$ cat src/rtl/ps2_rx_fifo.sv
// PS/2 device-to-host receiver: synchronizes ps2_clk/ps2_data, deframes 11-bit frames, buffers bytes in a FIFO.
// Build macro PS2_PARITY_CHECK_EN adds odd-parity validation; without it only start/stop bits are checked.
module ps2_rx_fifo #(
  parameter int unsigned ADDR_W      = 3,
  parameter int unsigned SYNC_STAGES = 3,
  parameter int unsigned TIMEOUT_CYC = 50000
) (
  input  logic       clk,
  input  logic       clrn,
  input  logic       ps2_clk,
  input  logic       ps2_data,
  input  logic       nextdata_n,
  output logic [7:0] data,
  output logic       ready,
  output logic       overflow
);

  localparam int unsigned DEPTH = 2 ** ADDR_W;
  localparam int unsigned PTR_W = ADDR_W + 1;
  localparam int unsigned TMR_W = $clog2(TIMEOUT_CYC + 1);
  localparam int unsigned CNT_W = 4;
  localparam logic [CNT_W-1:0] LAST_BIT = CNT_W'(10);
  localparam logic [TMR_W-1:0] TMR_LAST = TMR_W'(TIMEOUT_CYC - 1);

  logic [SYNC_STAGES-1:0] clk_hist;
  logic [SYNC_STAGES-2:0] data_hist;
  logic                   fall;
  logic                   data_bit;
  logic [CNT_W-1:0]       bit_cnt;
  logic [9:0]             shift;
  logic [TMR_W-1:0]       timer;
  logic                   frame_done;
  logic                   frame_ok;
  logic [7:0]             mem [DEPTH];
  logic [PTR_W-1:0]       wr_ptr;
  logic [PTR_W-1:0]       rd_ptr;
  logic                   empty;
  logic                   full;
  logic                   wr_en;
  logic                   drop;
  logic                   pop;

  // Data history is one stage shorter so its newest-but-aligned tap matches the clock edge sample.
  always_ff @(posedge clk or negedge clrn) begin
    if (!clrn) begin
      clk_hist  <= '1;
      data_hist <= '1;
    end else begin
      clk_hist  <= {clk_hist[SYNC_STAGES-2:0], ps2_clk};
      data_hist <= {data_hist[SYNC_STAGES-3:0], ps2_data};
    end
  end

  assign fall       = clk_hist[SYNC_STAGES-1] & ~clk_hist[SYNC_STAGES-2];
  assign data_bit   = data_hist[SYNC_STAGES-2];
  assign frame_done = fall && (bit_cnt == LAST_BIT);

  // shift holds start..parity after ten edges; the stop bit is the live sample on the eleventh.
  always_comb begin
`ifdef PS2_PARITY_CHECK_EN
    frame_ok = ~shift[0] & data_bit & (^shift[9:1]);
`else
    frame_ok = ~shift[0] & data_bit;
`endif
  end

  // Bit counter, shift register and partial-frame watchdog.
  always_ff @(posedge clk or negedge clrn) begin
    if (!clrn) begin
      bit_cnt <= '0;
      shift   <= '0;
      timer   <= '0;
    end else if (fall) begin
      timer <= '0;
      if (bit_cnt == LAST_BIT) begin
        bit_cnt <= '0;
      end else begin
        shift   <= {data_bit, shift[9:1]};
        bit_cnt <= bit_cnt + CNT_W'(1);
      end
    end else if (bit_cnt == '0) begin
      timer <= '0;
    end else if (timer == TMR_LAST) begin
      bit_cnt <= '0;
      timer   <= '0;
    end else begin
      timer <= timer + TMR_W'(1);
    end
  end

  assign empty = (rd_ptr == wr_ptr);
  assign full  = (rd_ptr[ADDR_W-1:0] == wr_ptr[ADDR_W-1:0]) && (rd_ptr[ADDR_W] != wr_ptr[ADDR_W]);
  assign wr_en = frame_done & frame_ok & ~full;
  assign drop  = frame_done & frame_ok & full;
  assign pop   = ~empty & ~nextdata_n;

  // Overflow set on a drop wins over the clear from a same-cycle pop.
  always_ff @(posedge clk or negedge clrn) begin
    if (!clrn) begin
      wr_ptr   <= '0;
      rd_ptr   <= '0;
      overflow <= 1'b0;
    end else begin
      if (wr_en) wr_ptr <= wr_ptr + PTR_W'(1);
      if (pop)   rd_ptr <= rd_ptr + PTR_W'(1);
      if (drop)     overflow <= 1'b1;
      else if (pop) overflow <= 1'b0;
    end
  end

  always_ff @(posedge clk) begin
    if (wr_en) mem[wr_ptr[ADDR_W-1:0]] <= shift[8:1];
  end

  assign data  = mem[rd_ptr[ADDR_W-1:0]];
  assign ready = ~empty;

endmodule

$ cat config.mk
export PLATFORM = sky130hd
export DESIGN_NAME = ps2_rx_fifo
export DESIGN_NICKNAME = d
export VERILOG_FILES = /design/src/rtl/ps2_rx_fifo.sv
export SDC_FILE = /design/constraint.sdc
export NUM_CORES = 1
export LEC_CHECK = 0
export ABC_AREA = 1
export CAP_MARGIN = 20
export CORE_ASPECT_RATIO = 0.6
export CORE_MARGIN = 5
export CORE_UTILIZATION = 55
export DETAILED_ROUTE_END_ITERATION = 8
export HOLD_SLACK_MARGIN = 0.05
export MAX_ROUTING_LAYER = met4
export PLACE_DENSITY = 0.85
export SYNTH_ARGS = -nofsm -noshare
export SYNTH_HDL_FRONTEND = slang
export SYNTH_SLANG_ARGS = --single-unit
$ cat constraint.sdc
create_clock -name clk -period 1.7 [get_ports clk]
set_input_delay 0.425 -clock clk [delete_from_list [all_inputs] [get_ports clk]]
set_output_delay 0.425 -clock clk [all_outputs]
set_load 0.01 [all_outputs]
# ---- Word level (Yosys, flattened, before mapping)
# Memory sizes are Yosys's and may differ from the RTL's.
# Index checks and enable logic that the tools add are counted.
dict set report word_totals {
  reg_bits 44
  ram_bits 64
  in_bits 5
  out_inout_bits 10
  wordCells 49
  n_memories 1
}
# name depth word_bits rd rd_ports_with_merged_regs write_ports line
set memory_table {}
lappend memory_table {mem 8 8 1 0 1 34} ;# logic [7:0] mem [DEPTH];
dict set report op_classes {
  addsub 4
  eq_ne 6
  mux 11
  bitwise 12
  n_reduce_logical 7
}
# cell n
set op_table {}
lappend op_table {{$mux W16} 3}
lappend op_table {{$add A16 B1 Y16 const B} 1}
lappend op_table {{$eq A16 B16 Y1 const B} 1}
lappend op_table {{$mux W4} 4}
lappend op_table {{$add A4 B1 Y4 const B} 3}
lappend op_table {{$and A1 B1 Y1} 6}
lappend op_table {{$not A1 Y1} 6}
lappend op_table {{$eq A4 B4 Y1} 1}
lappend op_table {{$eq A4 B4 Y1 const B} 1}
lappend op_table {{$logic_not A4 Y1} 1}
lappend op_table {{$mux W1} 4}
lappend op_table {{$reduce_and A2 Y1} 2}
lappend op_table {{$reduce_bool A2 Y1} 2}
lappend op_table {{$eq A3 B3 Y1} 1}
lappend op_table {{$logic_and A1 B1 Y1} 2}
lappend op_table {{$ne A2 B2 Y1 const B} 1}
lappend op_table {{$ne A1 B1 Y1} 1}

# ---- Logic depth before layout (Yosys ltp)
# Gate-level depths: netlist of the first run.
dict set report depth {
  ltp_word 7
  ltp_mapped 10
  depth_no_buf 9
}

# ---- Worst setup path after synthesis of the first run
# No wires, ideal clock.
dict set report synth_timing {
  kind {register -> register}
  startpoint {register bit_cnt[0]}
  endpoint {memory mem[1][0] (enable)}
  setup_ns 0.370
  t_arrival_ns 1.522
  required_time_ns 1.330
  slack_ns -0.193
  path_stages_with_launch 7
  path_buffers 0
  synth_period_minus_slack_ns 1.893
  path_cell_list {dfrtp_1 inv_1 ha_1 nand3_2 nor3_2 nand3_1 nor2_1}
}
dict set report synth_via {
  elab_chain_cells 6
}
# element line
set synth_rtl {}
lappend synth_rtl {{start, declared} 29} ;# logic [CNT_W-1:0] bit_cnt;
lappend synth_rtl {{start signal, assigned} 79} ;# bit_cnt <= bit_cnt + CNT_W'(1);
lappend synth_rtl {{$eq A4 B4 Y1} 56} ;# assign frame_done = fall && (bit_cnt == LAST_BIT);
lappend synth_rtl {{$logic_and A1 B1 Y1} 56}
lappend synth_rtl {{$and A1 B1 Y1 (2 in a row)} 93} ;# assign wr_en = frame_done & frame_ok & ~full;
lappend synth_rtl {{$mux W1} 112} ;# if (wr_en) mem[wr_ptr[ADDR_W-1:0]] <= shift[8:1];
lappend synth_rtl {{$mux W1 (not written as such)} 112}
lappend synth_rtl {{end, declared} 34}
# No other way between the ends.

# ---- Final worst setup path of the first run
dict set report layout_timing {
  startpoint {register rd_ptr[0]}
  endpoint {output data[6]}
}
dict set report layout_via {
  elab_chain_cells 1
}
# element line
set layout_rtl {}
lappend layout_rtl {{start, declared} 36} ;# logic [PTR_W-1:0] rd_ptr;
lappend layout_rtl {{start signal, assigned} 105} ;# if (pop) rd_ptr <= rd_ptr + PTR_W'(1);
lappend layout_rtl {{$mem_v2 Z8 W8} n/a}
lappend layout_rtl {{end, declared} 13} ;# output logic [7:0] data,
# No other way between the ends.

==> flow_summary.toml, run 1 <==
[outcome]
status = "finished with violations"
violations = "negative setup slack"

[power_and_ir_drop]
vdd.ir_drop.worst_mv = 0.730
sequentialPowerShare_pct = 35.8
p_leak_nw = 2.57
intPower_mw = 6.02
power.total_mw = 9.67
swShare_pct = 37.8
combPwrFrac_pct = 42.9
power.share.clock_pct = 21.4
p_switching_mw = 3.65
power_density_nw_per_um2 = 1520

[logic_synthesis]
ys.warnings.count = 0
synth.area.top_cells = "edfxtp_1 40%, dfrtp_1 20%, nand2_1 8.4%"
ys_ff_latch = 108
synth_commonest_cells = "107 x nand2_1, 64 x edfxtp_1, 60 x nor2_1"
netlist_area_um2 = 4810
seq_area_frac_synth_pct = 63.0
synth.most_common_cell = "nand2_1"
async_reset_ff_share_pct = 40.7
synth.net_count = 482
netlist_instances = 471
syn_avg_cell_area_um2 = 10.2
synth_ff_type = "edfxtp_1"
synth_top_area_cell = "edfxtp_1"
synth_cell_type_count = 33
yosysTopAreaCellShare_pct = 40.0
synth-edff-count = 64

[global_routing]
grt_usage_pct = 27.0
antenna_found_initial = 0
grt_pass1_wl_um = 20500
grt_start_max_net_pins = 30
grt_pass1_vias = 3734
grt_overflow = 0

[route]
ant_nets = 0
drt_iter0_drc = 609
dr.pass1.iters = 5
viasPerCell = 6.24
drc_errors = 0
vias = 4086
met3WireLength_um = 1830
top_layer_used = "met4"
wl_met2_um = 6890
wl_met1_um = 5340
routed_wl_um = 14600
routedWlPerCell_um = 22.3

[sta]
skew_ns = 0.00919
worst_pin_slew_ns = 0.455
rsz0062_at_grt = "true"
min_period_ns = 2.21
clock.fmax_mhz = 452
setup_slack_ns = -0.514
report.final.setup_viol = 74
hold_slack_ns = 0.356
slew_violations = 0
final-hold-violation-count = 0
period_share_pct = 130
max-slew-margin-rel_pct = 69.7

[placed_design]
hpwl_um = 7480
gp_congestion = 0.880
portBuffers = 14
placed_cells = 624

[critical_path]
critPathKind = "reg -> out"
endpoint_kind = "output port"
crit_required_ns = 1.27
cp-start-kind = "register"
crit_fanout = 6
arrival_ns = 1.79

[clock_tree]
cts_inserted_buffers = 9
cts_buffer_depth = 2
clkLatencyLatePin_ns = 0.35
clock-sinks = 108
htreeDepth = 3
cts.clk_slew.worst_paths_ns = 0.07
cts_tree = "done"
cts-root-buf = "clkbuf_16"

[min_path]
min-delay-path-class = "reg -> reg"

[job]
drv_cap = 0

[die]
die-height_um = 82.4
die_x_um = 131
dieArea_um2 = 10800
coreArea_um2 = 8520
floorplan.initialDensity_pct = 56.4
fp-row-count = 26
io_pins = 15

[cells_and_area]
utilization_pct = 74.6
drive_gt1_share_pct = 33.3
syn_to_final_growth_pct = 32.2
stdcell_count = 655
final_nets = 549
antenna_cells = 0
==> final timing paths <==
| path | from | endpoint | slack, ns | depth (start not counted) |
|---|---|---|---|---|
| worst max-delay path | rd_ptr[0] | data[6] | -0.51 | 8 |
| worst min-delay path | data_hist[0] | data_hist[1] | 0.36 | 0 |
| worst max register to register | bit_cnt[0] | mem[4][5] | -0.12 | 8 |
| worst min register to register | data_hist[0] | data_hist[1] | 0.36 | 0 |
| max in group asynchronous | clrn | clk_hist[1] | 0.56 | 3 |
| min in group asynchronous | clrn | wr_ptr[3] | 0.55 | 2 |
==> metrics by stage <==
stage | worst slack, ns | instance area, um2 | TNS [ns]
2_1_floorplan | -0.0150 | 4910 | -0.120
3_5_place_dp | -0.401 | 5530 | -6.89
4_1_cts | -0.347 | 6120 | -7.16
5_1_grt | -0.564 | 6360 | -13.22
6_report | -0.514 | 6360 | -8.59
3_3_place_gp | -0.338 | 5530 | -3.98
==> flip-flops by register name (all words and copies together) (netlist names) <==
name	flops
data_hist	2
clk_hist	3
mem	64
bit_cnt	4
timer	16
shift	10
rd_ptr	4
overflow	1
wr_ptr	4
==> power groups by stage <==
stage | Sequential, mW | Clock [mW] | Combinational [mW]
4_1_cts | 3.43 | 2.04 | 3.55
3_5_place_dp | 3.46 | 0 | 2.85
2_1_floorplan | 3.36 | 0 | 1.69
6_report | 3.46 | 2.07 | 4.15
3_3_place_gp | 3.43 | 0 | 2.71
5_1_grt | 3.49 | 2.21 | 4.39
==> cell families after synthesis <==
family	after synthesis	synth area share (%)
adders and majority gates	6	1.56
AOI/OAI and AO/OA	63	7.31
xor gates and xnor gates	14	2.55
and+or+nand+nor	225	20.7
DFF	108	63.0
buffers and inverters	55	4.87
==> layout make-up <==
class | instances | area (um2)
fill | 463 | 2160
clock inverter | 5 | 52.6
tap | 112 | 140
inverter | 39 | 154
multi-input combinational | 308 | 1950
sequential | 108 | 3030
timing repair inverter | 1 | 5.00
clock buffer | 11 | 233
timing repair buffer | 71 | 795
==> placed cells by master (no fill, tap or decap), types with 14 or more instances in the layout <==
| cell type | synthesis | layout |
|---|---|---|
| edfxtp_1 | 64 | 64 |
| buf_12 | 0 | 14 |
| nor2_2 | 14 | 19 |
| nand2_1 | 107 | 101 |
| o21ai_1 | 4 | 17 |
| dfrtp_1 | 39 | 38 |
| inv_1 | 34 | 30 |
| nand3_1 | 26 | 25 |
| nor2_1 | 60 | 35 |
| nor2_4 | 2 | 22 |
| buf_4 | 2 | 29 |
==> timing repair <==
action	in CTS	in global routing
setup buffers	9	7
hold buffers	1	0
pin swaps	19	35
setup endpoints to repair	73	92
resized for setup	93	79
endpoints found under the hold margin	15	0
gates cloned	3	2
==> routing by layer <==
metal,global-route usage [%],vias up
met5,-,-
met4,12.6,0
met3,7.33,67
met2,41.1,368
met1,34.0,1945
li1,-,1706
==> critical path, stage by stage (launching register included) <==
cell,delay (ns)
dfrtp_2,0.44
inv_4,0.10
buf_6,0.12
buf_12,0.13
o21ai_1,0.07
o22ai_1,0.17
nand2_1,0.14
nand2_1,0.13
buf_6,0.13
(Power assumes the default switching activity.)
==> inputs of run 2 (changes only) <==
CELL_PAD_IN_SITES_DETAIL_PLACEMENT = 0   (was unset)
CELL_PAD_IN_SITES_GLOBAL_PLACEMENT = 1   (was unset)
CORE_UTILIZATION = 44   (was 55)
PLACE_DENSITY = 0.86   (was 0.85)
==> run 2 against run 1 <==
The run still ends with negative setup slack left. Total power is 1.5% lower. Sequential power about the same. Via count is 13% lower. Global-route usage down 9.5 points. Flip-flop and latch count unchanged. Wire length fell by 22%. Combinational power decreased by 5.5%. Critical path depth decreased by 1. First-iteration DRC count shrank 43%.
==> flow_summary.toml, run 2 (synthesis gave the netlist of run 1 again) <==
[critical_path]
arrival_ns = 1.64
cp_top_family = "flip-flops"
path_buf_inv = 3
cpMostUsedCell = "nand2_1"
endpoint_kind = "output port"
max_stage_delay_ns = 0.51
critPathKind = "reg -> out"
cp_slowest_cell = "dfrtp_2"
crit_required_ns = 1.27
crit_fanout = 6
crit_chain = "inv_4, clkbuf_16, o21ai_1, o22ai_2, nand2_1, nand2_1, buf_2"
cp-start-kind = "register"

[route]
drc_errors = 0
routedWlPerCell_um = 16.5
vias = 3557
dr.pass1.iters = 5
viasPerCell = 5.13
routed_wl_um = 11400
ant_nets = 0
drt_iter0_drc = 350

[global_routing]
grt_start_max_net_pins = 29
grt_overflow = 0
grt_usage_pct = 17.4
grt_pass1_vias = 3370
antenna_found_initial = 0
grt_pass1_wl_um = 17600

[die]
die_x_um = 145
floorplan.initialDensity_pct = 45.2
dieArea_um2 = 13200
fp-row-count = 29
io_pins = 15
coreArea_um2 = 10600
die-height_um = 91.0

[sta]
max-slew-margin-rel_pct = 71.1
period_share_pct = 122
slew_violations = 0
rsz0062_at_grt = "true"
min_period_ns = 2.07
report.final.setup_viol = 73
final-hold-violation-count = 0
clock.fmax_mhz = 483
skew_ns = 0.00938
fin_setup_tns_ns = -11.55
hold_slack_ns = 0.357
setup_slack_ns = -0.368
worst_pin_slew_ns = 0.434

[clock_tree]
htreeDepth = 3
cts_buffer_depth = 2
clkLatencyLatePin_ns = 0.36
cts_inserted_buffers = 9
cts_tree = "done"
cts.clk_slew.worst_paths_ns = 0.07
clock-sinks = 108
cts-root-buf = "clkbuf_16"

[cells_and_area]
final_cell_mix = "104 x nand2_1, 64 x edfxtp_1, 46 x nor2_1"
multiInputGateArea_um2 = 1800
drive_gt1_share_pct = 31.6
utilization_pct = 60.2
antenna_cells = 0
largest_reg_flops = 64
fin_area_um2 = 6390
nFillCells = 841
syn_to_final_growth_pct = 33.0
final_nets = 560
stdcell_count = 693
register_area_um2 = 3030
final_common_cell = "nand2_1"

[placed_design]
gp_congestion = 0.826
portBuffers = 14
placed_cells = 656
place_ws_ns = -0.339
hpwl_um = 7070
post_dp_cell_area_um2 = 5630

[job]
drv_cap = 0

[outcome]
violations = "negative setup slack"
status = "finished with violations"

[power_and_ir_drop]
p_leak_nw = 2.64
power_density_nw_per_um2 = 1490
power.total_mw = 9.53
vdd.ir_drop.worst_mv = 0.909

[min_path]
min-delay-path-class = "reg -> reg"
## run 2: layout make-up
cell class	instances	share of cell area, %
inverter	39	2.45
clock inverter	7	1.29
sequential	108	47.4
timing repair buffer	83	14.5
tap	139	2.72
multi-input combinational	308	28.1
clock buffer	9	3.52
## run 2: worst paths after layout
| kind | start | endpoint | slack, ns | cells after the start |
|---|---|---|---|---|
| worst max-delay path | rd_ptr[1] | data[0] | -0.37 | 7 |
| worst min-delay path | data_hist[0] | data_hist[1] | 0.36 | 0 |
| worst max register to register | rd_ptr[1] | mem[0][6] | -0.22 | 9 |
| worst min register to register | data_hist[0] | data_hist[1] | 0.36 | 0 |
| max in group asynchronous | clrn | rd_ptr[0] | 0.65 | 3 |
| min in group asynchronous | clrn | wr_ptr[3] | 0.54 | 2 |
## run 2: routing by layer
| metal | routed length, um | track usage, % |
|---|---|---|
| met1 | 5540 | 24.7 |
| met2 | 5010 | 25.2 |
| met3 | 743 | 4.28 |
| met4 | 110 | 4.70 |
| met5 | 0 | - |
## run 2: power breakdown
group | switching [mW] | internal (mW) | leakage, nW
clock network | 0.994 | 1.17 | 0.150
logic | 2.04 | 1.88 | 1.33
registers | 0.335 | 3.11 | 1.16
total | 3.37 | 6.16 | 2.64
## run 2: repair_timing
| action | 4_1_cts | 5_1_grt |
|---|---|---|
| setup endpoints to repair | 73 | 84 |
| setup buffers | 8 | 5 |
| gates cloned | 4 | 4 |
| resized for setup | 95 | 40 |
| endpoints found under the hold margin | 11 | 0 |
| pin swaps | 18 | 14 |
| hold buffers | 1 | 0 |
